**config.mk**
```make
export PLATFORM = sky130hd
export DESIGN_NAME = ysyx_24100029_bpu
export DESIGN_NICKNAME = d
export VERILOG_FILES = /design/src/rtl/ysyx_24100029_bpu_pkg.sv /design/src/rtl/ysyx_24100029_bpu_table.sv /design/src/rtl/ysyx_24100029_bpu.sv
export SDC_FILE = /design/constraint.sdc
export NUM_CORES = 2
export LEC_CHECK = 0
export CORE_MARGIN = 3
export CORE_UTILIZATION = 40
export DETAILED_ROUTE_END_ITERATION = 8
export GPL_TIMING_DRIVEN = 0
export PLACE_DENSITY_LB_ADDON = 0.12
export SLEW_MARGIN = 10
export SYNTH_ARGS = -nofsm -noshare
export SYNTH_HDL_FRONTEND = slang
export SYNTH_SLANG_ARGS = --single-unit
export TNS_END_PERCENT = 20
```
**constraint.sdc**
```tcl
create_clock -name clk -period 70.8 [get_ports clk]
set_input_delay 10.62 -clock clk [delete_from_list [all_inputs] [get_ports clk]]
set_output_delay 10.62 -clock clk [all_outputs]
set_load 0.005 [all_outputs]
```
**src/rtl/ysyx_24100029_bpu_pkg.sv**
```systemverilog
// Shared types and helpers for the branch prediction unit.
// The 2-bit direction counter saturates at both ends.
package ysyx_24100029_bpu_pkg;

  typedef enum logic [1:0] {
    SNT = 2'b00,
    WNT = 2'b01,
    WT  = 2'b10,
    STT = 2'b11
  } bht_ctr_t;

  localparam logic [1:0] BR_TYPE_BRANCH = 2'b00;

  function automatic bht_ctr_t ctr_inc(input bht_ctr_t c);
    bht_ctr_t r;
    case (c)
      SNT:     r = WNT;
      WNT:     r = WT;
      default: r = STT;
    endcase
    return r;
  endfunction

  function automatic bht_ctr_t ctr_dec(input bht_ctr_t c);
    bht_ctr_t r;
    case (c)
      STT:     r = WT;
      WT:      r = WNT;
      default: r = SNT;
    endcase
    return r;
  endfunction

  function automatic logic ctr_taken(input bht_ctr_t c);
    return (c == WT) || (c == STT);
  endfunction

endpackage

```
**src/rtl/ysyx_24100029_bpu_table.sv**
```systemverilog
// BTB/BHT storage: per-entry valid/tag/target/counter, two combinational read ports, one write port.
// Counter states: SNT | strongly not taken, WNT | weakly not taken, WT | weakly taken, STT | strongly taken
module ysyx_24100029_bpu_table
  import ysyx_24100029_bpu_pkg::*;
#(
  parameter int ENTRIES = 16,
  parameter int IDX_W   = $clog2(ENTRIES),
  parameter int TAG_W   = 30 - IDX_W
) (
  input  logic             clk,
  input  logic             rst,
  input  logic             flush,
  input  logic             wr_en,
  input  logic [IDX_W-1:0] wr_idx,
  input  logic [TAG_W-1:0] wr_tag,
  input  logic [31:0]      wr_target,
  input  bht_ctr_t         wr_ctr,
  input  logic [IDX_W-1:0] lk_idx,
  output logic             lk_valid,
  output logic [TAG_W-1:0] lk_tag,
  output logic [31:0]      lk_target,
  output bht_ctr_t         lk_ctr,
  input  logic [IDX_W-1:0] up_idx,
  output logic             up_valid,
  output logic [TAG_W-1:0] up_tag,
  output logic [31:0]      up_target,
  output bht_ctr_t         up_ctr
);

  logic [ENTRIES-1:0] valid_q;
  logic [TAG_W-1:0]   tag_q    [ENTRIES];
  logic [31:0]        target_q [ENTRIES];
  bht_ctr_t           ctr_q    [ENTRIES];

  // Flush beats a same-cycle write so a dropped update can never resurrect an entry.
  always_ff @(posedge clk or posedge rst) begin
    if (rst) begin
      valid_q <= '0;
      for (int i = 0; i < ENTRIES; i++) begin
        tag_q[i]    <= '0;
        target_q[i] <= '0;
        ctr_q[i]    <= WNT;
      end
    end else if (flush) begin
      valid_q <= '0;
    end else if (wr_en) begin
      valid_q[wr_idx]  <= 1'b1;
      tag_q[wr_idx]    <= wr_tag;
      target_q[wr_idx] <= wr_target;
      ctr_q[wr_idx]    <= wr_ctr;
    end
  end

  assign lk_valid  = valid_q[lk_idx];
  assign lk_tag    = tag_q[lk_idx];
  assign lk_target = target_q[lk_idx];
  assign lk_ctr    = ctr_q[lk_idx];

  assign up_valid  = valid_q[up_idx];
  assign up_tag    = tag_q[up_idx];
  assign up_target = target_q[up_idx];
  assign up_ctr    = ctr_q[up_idx];

endmodule

```
**src/rtl/ysyx_24100029_bpu.sv**
```systemverilog
// Branch prediction unit: direct-mapped BTB + 2-bit BHT lookup on the fetch PC,
// trained by the resolved-branch bus from pipeline control.
module ysyx_24100029_bpu
  import ysyx_24100029_bpu_pkg::*;
#(
  parameter int ENTRIES = 16
) (
  input  logic        clk,
  input  logic        rst,
  input  logic [31:0] IFU_pc,
  output logic        pred_res,
  output logic [31:0] pred_pc,
  input  logic        br_valid,
  input  logic        br_is_taken,
  input  logic [31:0] br_pc,
  input  logic [1:0]  br_pc_type,
  input  logic [31:0] br_npc,
  input  logic        bpu_flush
);

  localparam int IDX_W = $clog2(ENTRIES);
  localparam int TAG_W = 30 - IDX_W;

  logic [IDX_W-1:0] lk_idx, up_idx;
  logic [TAG_W-1:0] lk_tag_pc, up_tag_pc;
  logic             lk_valid, up_valid;
  logic [TAG_W-1:0] lk_tag, up_tag;
  logic [31:0]      lk_target, up_target;
  bht_ctr_t         lk_ctr, up_ctr;
  logic             lk_hit, up_hit;
  logic             wr_en;
  logic [31:0]      wr_target;
  bht_ctr_t         wr_ctr;

  // Every type is trained as a conditional branch; the low PC bits are always zero.
  logic unused_bits;
  assign unused_bits = ^{br_pc_type, IFU_pc[1:0], br_pc[1:0]};

  assign lk_idx    = IFU_pc[IDX_W+1:2];
  assign lk_tag_pc = IFU_pc[31:IDX_W+2];
  assign up_idx    = br_pc[IDX_W+1:2];
  assign up_tag_pc = br_pc[31:IDX_W+2];

  assign lk_hit   = lk_valid && (lk_tag == lk_tag_pc);
  assign pred_res = !rst && lk_hit && ctr_taken(lk_ctr);
  assign pred_pc  = pred_res ? lk_target : IFU_pc + 32'd4;

  // Miss & not-taken leaves the table alone; a taken miss replaces whatever occupies the slot.
  assign up_hit    = up_valid && (up_tag == up_tag_pc);
  assign wr_en     = br_valid && !bpu_flush && (up_hit || br_is_taken);
  assign wr_target = br_is_taken ? br_npc : up_target;

  always_comb begin
    wr_ctr = WT;
    if (up_hit) wr_ctr = br_is_taken ? ctr_inc(up_ctr) : ctr_dec(up_ctr);
  end

  ysyx_24100029_bpu_table #(
    .ENTRIES (ENTRIES),
    .IDX_W   (IDX_W),
    .TAG_W   (TAG_W)
  ) u_table (
    .clk       (clk),
    .rst       (rst),
    .flush     (bpu_flush),
    .wr_en     (wr_en),
    .wr_idx    (up_idx),
    .wr_tag    (up_tag_pc),
    .wr_target (wr_target),
    .wr_ctr    (wr_ctr),
    .lk_idx    (lk_idx),
    .lk_valid  (lk_valid),
    .lk_tag    (lk_tag),
    .lk_target (lk_target),
    .lk_ctr    (lk_ctr),
    .up_idx    (up_idx),
    .up_valid  (up_valid),
    .up_tag    (up_tag),
    .up_target (up_target),
    .up_ctr    (up_ctr)
  );

endmodule

```
==> reports/qor.yml <==
routed_wl_mm: 203
syn_area_sq_um: 53800
power_density_nw_per_um2: 24.4
clockPowerShare: 0.410
die_area_sq_um: 139000
io_buffers: 110
antenna_found_initial: 16
ioPinCount: 136
period_minus_slack_ps: 29580
fin_nets: 3841
crit_slowest_cell: "clkbuf_1"
min_path_type: "flip-flop to flip-flop"
grt_use_met2: 0.422
root_buffer: "clkbuf_16"
start_util: 0.406
vias: 35700
ant_nets: 0
overflow: 0
post_cts_resized: 0
layout_commonest_cell: "dfrtp_1"
p_int_mw: 1.08
hold_viol_final: 0
max_freq_mhz: 33.8
p_switching_uw: 413
final_cells: 5591
timing.critical_path.slowest_cell_delay_ps: 1070
via_per_inst: 6.38
tightest_slew_ps: 1360
syn_nets: 3603
groute.usage.overall: 0.295
postLayoutCellArea_sq_um: 61300
cts_tree: "yes"
seqPwrFrac: 0.434
area_delta_synth_final_pct: 14.0
yosysSeqAreaShare: 0.455
post-dp-hpwl_mm: 138
clk_pin_slew_ps: 60
post-route-period-util: 0.418
combPwrFrac: 0.157
clkLatencyLatePin_ps: 760
switching_share: 0.276
drive_gt1_frac: 0.473
leakage_nw: 27.2
synth_edf_count: 0
cp-end-kind: "primary output"
worstPathArrival_ps: 18960
max-slew-margin-rel: 0.0862
layout_common_cells: "dfrtp_1 (960), mux2_2 (886), mux4_2 (511)"
synth_area_leaders: "dfrtp_1 (45%), mux4_2 (21%), mux2_2 (19%)"
dp_slack_ps: 41340
cts_buffers: 114
drc: 0
core_sq_um: 132000
rsz0062_at_grt: "no"
synth_warnings: 0
grt_use_met3: 0.0849
worst_path_most_repeated_cell: "clkbuf_1"
worstSetupStartpointType: "primary input"
ys_ff_latch: 976
cp.required_ps: 60180
path_max_fanout: 10
finalSetupViolCount: 0
status: "complete, no violations"
routabilityCongestion: 0.937
drt_iter0_drc: 3687
critical_path_class: "primary input to primary output"
first_pass_iters: 5
synth_top_cell_by_area: "dfrtp_1"
die_w_um: 373
cts_buffer_depth: 3
dpl-instance-area_sq_um: 57400
synth_cells: 3499
fin_ws_ps: 41220
fin_skew_ps: 29.9
clock_sinks: 976
use_met1: 0.429
syn_avg_cell_area_sq_um: 15.4
netlist.area_leader.share: 0.447
slew_violations: 0
ir_worst_vdd_mv: 0.0190
ys_types: 71
cp_cell_sequence: "clkdlybuf4s50_1 > clkbuf_1 > clkbuf_1 > clkbuf_1 > clkbuf_1 > clkbuf_1 > a211oi_1 > a21oi_1 > xor2_1 > nor2_1 > nand4b_1 > nor4_4 > buf_6 > buf_2 > mux2i_1 > clkdlybuf4s50_1"
wl_per_cell_um: 36.4
cts_post_setup_buffers_inserted: 0
grt_max_degree: 111
grt_busiest_layer: "met1"
ys_async_sr_fraction: 1.00
setup_tns_ps: 0
drv_cap: 0
ys.flop_type: "dfrtp_1"
grt_pass1_vias: 36200
grt_pass1_wl_mm: 287
hold_buffers: 0
cts_max_level: 3
placementRows: 133
place_inst: 5375
die_y_um: 373
[layout make-up]
class | count | area (sq um)
plain buffers | 348 | 1770
clock buffers | 175 | 3350
repair buffers | 122 | 1400
diodes | 6 | 15.0
clock inverters | 34 | 490
well taps | 1755 | 2200
fillers | 11900 | 71200
flip-flops and latches | 976 | 24400
inverters | 35 | 139
multi-input cells | 2140 | 27500
[flip-flops by register name, summed over array words and instances, names as in the netlist]
signal            flops
u_table.tag_q       416
u_table.target_q    512
u_table.valid_q      16
u_table.ctr_q        32
[worst max-delay path, delay by kind of cell]
kind            cells  cell delay (ps)
mux                 1              570
xor+xnor            1              170
simple gates        3              650
buf+inv             9             5990
compound gates      2              920
[stage by stage]
stage	hold slack [ps]	total power, mW	util
after floorplan	438	0.802	-
after global placement	447	0.884	0.431
after detailed placement	451	0.888	0.433
after CTS	460	1.50	0.462
after global routing	474	1.54	0.462
final	459	1.49	0.463
[synth_stat cells, types with 9 or more instances]
master       n
dfrtp_1    960
mux2_2     886
mux4_2     511
clkbuf_1   155
mux2_1     121
mux2i_1    105
buf_2      101
nand2_1     61
buf_4       52
xnor2_1     49
nor2_1      47
inv_1       32
nand3_1     32
xor2_1      31
a21oi_1     26
buf_1       24
nor2b_1     24
a211oi_1    18
o2bb2ai_1   18
a22oi_1     17
a21o_1      16
a2bb2oi_1   16
buf_6       16
dfstp_2     16
and3_1      14
o21ai_0     14
and2_1      10
nand4_1     10
nor3_4      10
a221oi_1     9
o211ai_1     9
[layer usage]
metal / routed length (um) / vias to the layer above
met4: 7200 / 4
met5: 30 / -
met2: 87000 / 1618
met1: 89800 / 19600
met3: 19300 / 336
li1: - / 14100
[logic make-up (layout without fill, tap and decap cells)]
family | count (synthesis) | count (layout) | synth area share
simple gates | 238 | 238 | 0.0245
buf+inv | 383 | 714 | 0.0350
compound gates | 197 | 197 | 0.0278
flops | 976 | 976 | 0.455
other cells | 0 | 6 | 0
mux | 1623 | 1623 | 0.445
xor+xnor | 80 | 80 | 0.0130
fa+ha+maj | 2 | 2 | 0.000419
[worst paths after layout]
path	from	endpoint	slack, ps	cells past startpoint
max in group asynchronous	rst	u_table.target_q[22]$_DFFE_PP0P_	58030	6
min	u_table.ctr_q[10]$_DFFE_PP1P_	u_table.ctr_q[10]$_DFFE_PP1P_	460	2
max reg2reg	u_table.tag_q[49]$_DFFE_PP0P_	u_table.target_q[408]$_DFFE_PP0P_	65340	9
max	IFU_pc[3]	pred_pc[2]	41220	16
min in group asynchronous	rst	u_table.target_q[33]$_DFFE_PP0P_	10420	2
min reg2reg	u_table.ctr_q[10]$_DFFE_PP1P_	u_table.ctr_q[10]$_DFFE_PP1P_	460	2
[power groups by stage]
stage / registers, mW / logic, mW / clock network, mW
floorplan: 0.643 / 0.158 / 0
global placement: 0.657 / 0.228 / 0
detailed placement: 0.656 / 0.232 / 0
CTS: 0.646 / 0.233 / 0.622
global route: 0.654 / 0.248 / 0.643
finish: 0.648 / 0.234 / 0.613
Note: power is estimated with default switching activity, not from simulation.
